==> src/rtl/rf_writeback_queue.sv <==
// rf_writeback_queue: in-order ALU/MEM writeback FIFO drained one write/cycle onto the RF port, accept-to-RegWrite >= 1 cycle;
// ready drops on occupancy at cycle start (no same-cycle pop credit), youngest-wins read forwarding. Option: RF_WBQ_STALL_CNT_EN.
module rf_writeback_queue #(
   parameter int WORD_SIZE = 16,
   parameter int DEPTH     = 4
) (
   input  logic                   clk,
   input  logic                   reset_n,
   input  logic                   alu_valid,
   input  logic [1:0]             alu_rd,
   input  logic [WORD_SIZE-1:0]   alu_data,
   output logic                   alu_ready,
   input  logic                   mem_valid,
   input  logic [1:0]             mem_rd,
   input  logic [WORD_SIZE-1:0]   mem_data,
   output logic                   mem_ready,
   output logic [1:0]             rd,
   output logic [WORD_SIZE-1:0]   w_data,
   output logic                   RegWrite,
   input  logic [1:0]             rs,
   input  logic [1:0]             rt,
   input  logic [WORD_SIZE-1:0]   r_data1,
   input  logic [WORD_SIZE-1:0]   r_data2,
   output logic [WORD_SIZE-1:0]   fwd_data1,
   output logic [WORD_SIZE-1:0]   fwd_data2,
   output logic [$clog2(DEPTH):0] pending
`ifdef RF_WBQ_STALL_CNT_EN
   ,
   output logic [15:0]            stall_cnt
`endif
);
   localparam int PW = $clog2(DEPTH);
   localparam int CW = PW + 1;

   logic [1:0]           r_q_rd  [DEPTH];
   logic [WORD_SIZE-1:0] r_q_dat [DEPTH];
   logic [PW-1:0]        r_wptr;
   logic [PW-1:0]        r_rptr;
   logic [CW-1:0]        r_count;

   logic                 w_mem_push;
   logic                 w_alu_push;
   logic                 w_pop;
   logic [1:0]           w_npush;
   logic [PW-1:0]        w_alu_slot;
   logic [WORD_SIZE-1:0] w_fwd1;
   logic [WORD_SIZE-1:0] w_fwd2;

   assign mem_ready  = (r_count < CW'(DEPTH));
   assign alu_ready  = ((r_count + CW'(mem_valid)) < CW'(DEPTH));
   assign w_mem_push = mem_valid & mem_ready;
   assign w_alu_push = alu_valid & alu_ready;
   assign w_pop      = (r_count != '0);
   assign w_npush    = {1'b0, w_mem_push} + {1'b0, w_alu_push};
   // MEM takes the first free slot so ALU is always the younger of a pair
   assign w_alu_slot = r_wptr + PW'(w_mem_push);
   assign pending    = r_count;

   always_ff @(posedge clk) begin
      if (w_mem_push) begin
         r_q_rd[r_wptr]  <= mem_rd;
         r_q_dat[r_wptr] <= mem_data;
      end
      if (w_alu_push) begin
         r_q_rd[w_alu_slot]  <= alu_rd;
         r_q_dat[w_alu_slot] <= alu_data;
      end
   end

   always_ff @(posedge clk or negedge reset_n) begin
      if (!reset_n) begin
         r_wptr   <= '0;
         r_rptr   <= '0;
         r_count  <= '0;
         RegWrite <= 1'b0;
         rd       <= '0;
         w_data   <= '0;
      end else begin
         r_wptr   <= r_wptr + PW'(w_npush);
         r_count  <= r_count + CW'(w_npush) - CW'(w_pop);
         RegWrite <= w_pop;
         if (w_pop) begin
            rd     <= r_q_rd[r_rptr];
            w_data <= r_q_dat[r_rptr];
            r_rptr <= r_rptr + PW'(1);
         end
      end
   end

   // Lowest priority first; each later match overrides, so the youngest source wins.
   // The output stage counts because the RF only captures on the mid-cycle negedge.
   always_comb begin
      w_fwd1 = r_data1;
      w_fwd2 = r_data2;
      if (RegWrite && (rd == rs)) w_fwd1 = w_data;
      if (RegWrite && (rd == rt)) w_fwd2 = w_data;
      for (int i = 0; i < DEPTH; i++) begin
         if (CW'(i) < r_count) begin
            if (r_q_rd[r_rptr + PW'(i)] == rs) w_fwd1 = r_q_dat[r_rptr + PW'(i)];
            if (r_q_rd[r_rptr + PW'(i)] == rt) w_fwd2 = r_q_dat[r_rptr + PW'(i)];
         end
      end
      if (w_mem_push && (mem_rd == rs)) w_fwd1 = mem_data;
      if (w_mem_push && (mem_rd == rt)) w_fwd2 = mem_data;
      if (w_alu_push && (alu_rd == rs)) w_fwd1 = alu_data;
      if (w_alu_push && (alu_rd == rt)) w_fwd2 = alu_data;
   end

   assign fwd_data1 = w_fwd1;
   assign fwd_data2 = w_fwd2;

`ifdef RF_WBQ_STALL_CNT_EN
   logic        w_stall;
   logic [15:0] r_stall_cnt;

   assign w_stall = (alu_valid & ~alu_ready) | (mem_valid & ~mem_ready);

   always_ff @(posedge clk or negedge reset_n) begin
      if (!reset_n) begin
         r_stall_cnt <= '0;
      end else if (w_stall && (r_stall_cnt != 16'hFFFF)) begin
         r_stall_cnt <= r_stall_cnt + 16'd1;
      end
   end

   assign stall_cnt = r_stall_cnt;
`endif

endmodule
==> config.mk <==
export PLATFORM = sky130hd
export DESIGN_NAME = rf_writeback_queue
export DESIGN_NICKNAME = d
export VERILOG_FILES = /design/src/rtl/rf_writeback_queue.sv
export SDC_FILE = /design/constraint.sdc
export NUM_CORES = 1
export LEC_CHECK = 0
export CAP_MARGIN = 20
export CORE_MARGIN = 1
export CORE_UTILIZATION = 45
export DETAILED_ROUTE_END_ITERATION = 6
export PLACE_DENSITY = 0.77
export SETUP_SLACK_MARGIN = 0.02
export SLEW_MARGIN = 20
export SYNTH_ARGS = -nofsm -noshare
export SYNTH_HDL_FRONTEND = slang
export SYNTH_SLANG_ARGS = --single-unit
==> constraint.sdc <==
create_clock -name clk -period 3.4 [get_ports clk]
set_input_delay 0.68 -clock clk [delete_from_list [all_inputs] [get_ports clk]]
set_output_delay 0.68 -clock clk [all_outputs]
set_load 0.005 [all_outputs]
==> flow_summary_export.csv <==
group,metric,value,unit
global_routing,grt_usage,31.9,%
setup_path,start_kind,"register",
finish,multi_input_area,0.00596,mm2
outcome,violations,"design-rule violations, negative setup slack",
power,comb_power_share,78.8,%
synthesis,netlist_area,0.00858,mm2
global_routing,grt_overflow,0,
setup_path,cp_max_fo,4,
global_routing,antenna_found_initial,1,
finish,drive_gt1_share,41.1,%
setup_path,crit_path_end_kind,"output pin",
finish,seq_area,0.00282,mm2
finish,final_area,0.0125,mm2
global_routing,grt_start_max_net_pins,52,
power,seqPwrFrac,14.6,%
timing,hold_viol,0,
timing,worst_slew_pin_slew,0.702,ns
floorplan,die_area,0.0196,mm2
floorplan,core-area,0.0187,mm2
place,gp_congestion,0.972,
setup_path,cpMostUsedCell,"buf_6",
floorplan,start_util,45.9,%
cts,numCtsBuffers,9,
setup_path,r2r_end,"pending[2]",
finish,layout_commonest_cell,"buf_4",
power,powerDensity,1210,mW/mm2
timing,rsz0062_at_grt,"yes",
timing,fin_hold_ws,0.528,ns
setup_path,crit_required,2.72,ns
finish,nets,1244,
power,p_clk_share,6.6,%
floorplan,num_io_pins,132,
timing,timing.final.ws_setup,-0.334,ns
floorplan,die_h,140,um
synthesis,synth_seq_area_share,32.8,%
setup_path,crit_arrival,3.05,ns
place,port_buffers,131,
finish,final_cell_mix,"157 x buf_4, 117 x mux2_2, 95 x clkdlybuf4s50_1",
synthesis,synth_cell_types,50,
setup_path,path_class,"register to output pin",
synthesis,syn_inst,887,
min_path,hold_path_end,"w_data[9]",
timing,finalSetupViolations,32,
cts,clockBufferDepth,2,
setup_path,crit_path_cell_trace,"buf_6 -> buf_6 -> mux4_2 -> buf_6 -> xnor2_4 -> and3_4 -> buf_6 -> buf_4 -> a221oi_2 -> o21ai_2 -> a31oi_1 -> buf_2",
cts,clock-root-buffer,"clkbuf_16",
timing,final.period_utilization,110,%
timing,fin_setup_tns,-6.25,ns
outcome,status,"finished, violations left",
power,ir_worst_vdd,0.000535,V
power,p_int,8.29,mW
min_path,worstHoldStart,"w_data[9]",
timing,max_freq,268,MHz
routing,ant_nets,0,
min_path,hp-class,"register to register",
routing,avgViaCountPerCell,6.31,
cts,cts_tree,"built",
cts,clk_latency,0.36,ns
global_routing,grt_pass1_vias,8425,
cts,clk_pin_slew_worst_paths,0.06,ns
place,place_area,0.0113,mm2
setup_path,critPathBufInv,6,
setup_path,critPathMaxStageDelay,0.54,ns
synthesis,synth_seq_cells,98,
global_routing,grt_pass1_wl,47.5,mm
routing,route.detailed.drc,1,
synthesis,syn_nets,970,
floorplan,rows,50,
synthesis,synth_edf_count,72,
place,dp_hpwl,21.9,mm
setup_path,critPathTopFamily,"buffers and inverters",
finish,n_fill_cell,1340,
setup_path,rr_startpoint,"pending[2]",
synthesis,ys_async_sr_fraction,26.5,%
setup_path,reg2reg_slack,0.32,ns
routing,first_iter_violations,1149,
floorplan,die_x,140,um
synthesis,synthFlopType,"edfxtp_1",
place,place_ws,-0.638,ns
flow_run,maxCapViolations,0,
cts,htree_levels,3,
min_path,hold-path-cell-count,2,
finish,syn_to_final_growth,45.9,%
synthesis,avgSynthCellArea,9.67,um2
routing,vias,8831,
finish,final_core_util,66.9,%
routing,routed_wl,32.0,mm
timing,fin_skew,0.0116,ns
routing,wl_per_cell,22.9,um
routing,drtPass1Iterations,7,
timing,relSlewSlack,53.0,%
power,p_sw,6.84,mW
timing,slew_viol_final,0,
setup_path,cp_slowest_cell,"mux4_2",
cts,cts_sinks,98,
power,p_leak,5.11,nW
power,swShare,45.2,%
timing,finalCriticalPeriod,3.73,ns
setup_path,r2r_cells,16,
synthesis,yosysWarningCount,0,
## metal layers
| layer | vias to the layer above | track usage, % | routed length, um |
|---|---|---|---|
| li1 | 3874 | - | - |
| met1 | 4204 | 41.9 | 12400 |
| met2 | 624 | 51.3 | 14900 |
| met3 | 129 | 4.92 | 3220 |
| met4 | 0 | 16.2 | 1450 |
| met5 | - | 0 | 0 |
## power by group through the flow
stage / logic (mW) / registers [mW] / clock network, mW
6_report: 11.9 / 2.21 / 0.992
5_1_grt: 12.5 / 2.26 / 1.04
4_1_cts: 10.9 / 2.19 / 0.989
3_5_place_dp: 9.97 / 2.22 / 0
3_3_place_gp: 9.81 / 2.19 / 0
2_1_floorplan: 5.46 / 2.11 / 0
## registers in the layout, summed over array words and instances (netlist names)
| signal | cells |
|---|---|
| r_q_rd | 8 |
| r_rptr | 2 |
| w_data | 16 |
| r_wptr | 2 |
| rd | 2 |
| pending | 3 |
| RegWrite | 1 |
| r_q_dat | 64 |
## worst reg2reg max path, delay by kind of cell (launching register included)
kind / cells / cell delay, ns
adder cells (fa/ha/maj): 4 / 1.10
XOR/XNOR: 3 / 0.44
flip-flops: 1 / 0.49
AND/OR/NAND/NOR: 1 / 0.10
buffers and inverters: 8 / 0.83
## area by class of cell
type | instances | share of cell area [%]
Tap cell | 234 | 2.34
Sequential cell | 98 | 22.5
Inverter | 19 | 0.570
Clock inverter | 2 | 0.0999
Antenna cell | 1 | 0.0200
Multi-Input combinational cell | 699 | 47.6
Timing Repair Buffer | 334 | 24.8
Clock buffer | 13 | 2.08
## logic make-up (layout without fill, tap and decap cells)
| family | after synthesis | in the layout | share of synthesized area [%] |
|---|---|---|---|
| muxes | 225 | 225 | 29.1 |
| AOI/OAI and AO/OA | 215 | 215 | 16.0 |
| and+or+nand+nor | 214 | 214 | 11.9 |
| DFF | 98 | 98 | 32.8 |
| buffers and inverters | 90 | 368 | 5.09 |
| xor gates and xnor gates | 38 | 38 | 3.97 |
| adders and majority gates | 7 | 7 | 1.11 |
| other | 0 | 1 | 0 |
## timing repair
item	CTS	global route
buffers inserted	25	12
cloned	3	1
resized for setup	216	58
setup endpoints to repair	32	33
pin swaps	40	29
hold buffers	0	0
## how the worst max path moves through the flow
stage                   start            end  slack [ns]  cells after the start
global route        r_rptr[0]   fwd_data2[2]       -0.35                     10
finish              r_rptr[0]   fwd_data1[3]       -0.33                     12
floorplan           r_rptr[0]  fwd_data2[15]        0.22                      7
detailed placement      rt[0]  fwd_data2[15]       -0.64                      8
global placement        rt[1]  fwd_data2[12]       -0.61                      9
CTS                 r_rptr[0]   fwd_data2[3]       -0.29                     12
## Yosys cell counts, types with 2 or more instances
master,count,area [um2]
xnor2_1,23,201
buf_1,6,22.5
xor2_1,14,123
buf_2,19,95.1
nor2_1,48,180
o21ai_1,3,15.0
a31o_2,7,61.3
dfrtp_1,26,651
a21oi_2,2,17.5
ha_1,6,75.1
mux2_2,118,1330
a21oi_1,47,235
nand3_2,2,20.0
nand2b_1,7,43.8
mux2i_1,99,991
inv_1,18,67.6
mux4_2,8,180
nand3b_1,8,60.1
or4_1,15,113
and3_1,3,18.8
a31oi_1,9,56.3
nor3_2,2,20.0
o221a_2,7,78.8
nand3_1,10,50.1
a221oi_1,9,78.8
buf_6,6,67.6
buf_4,5,37.5
nor2b_1,16,100
nor3_1,10,50.1
nand2_1,90,338
o21ai_0,80,400
o221ai_1,14,123
edfxtp_1,72,2160
a22oi_1,22,165
o221ai_2,2,30.0
a2bb2oi_1,7,61.3
clkbuf_1,34,128
## through the flow
stage                     power (mW)  instances
after floorplan                 7.57        887
after global placement          12.0       1345
after detailed placement        12.2       1345
after CTS                       14.1       1387
after global routing            15.8       1399
final                           15.1       1400
No activity file was read; power rests on OpenSTA's default activity.
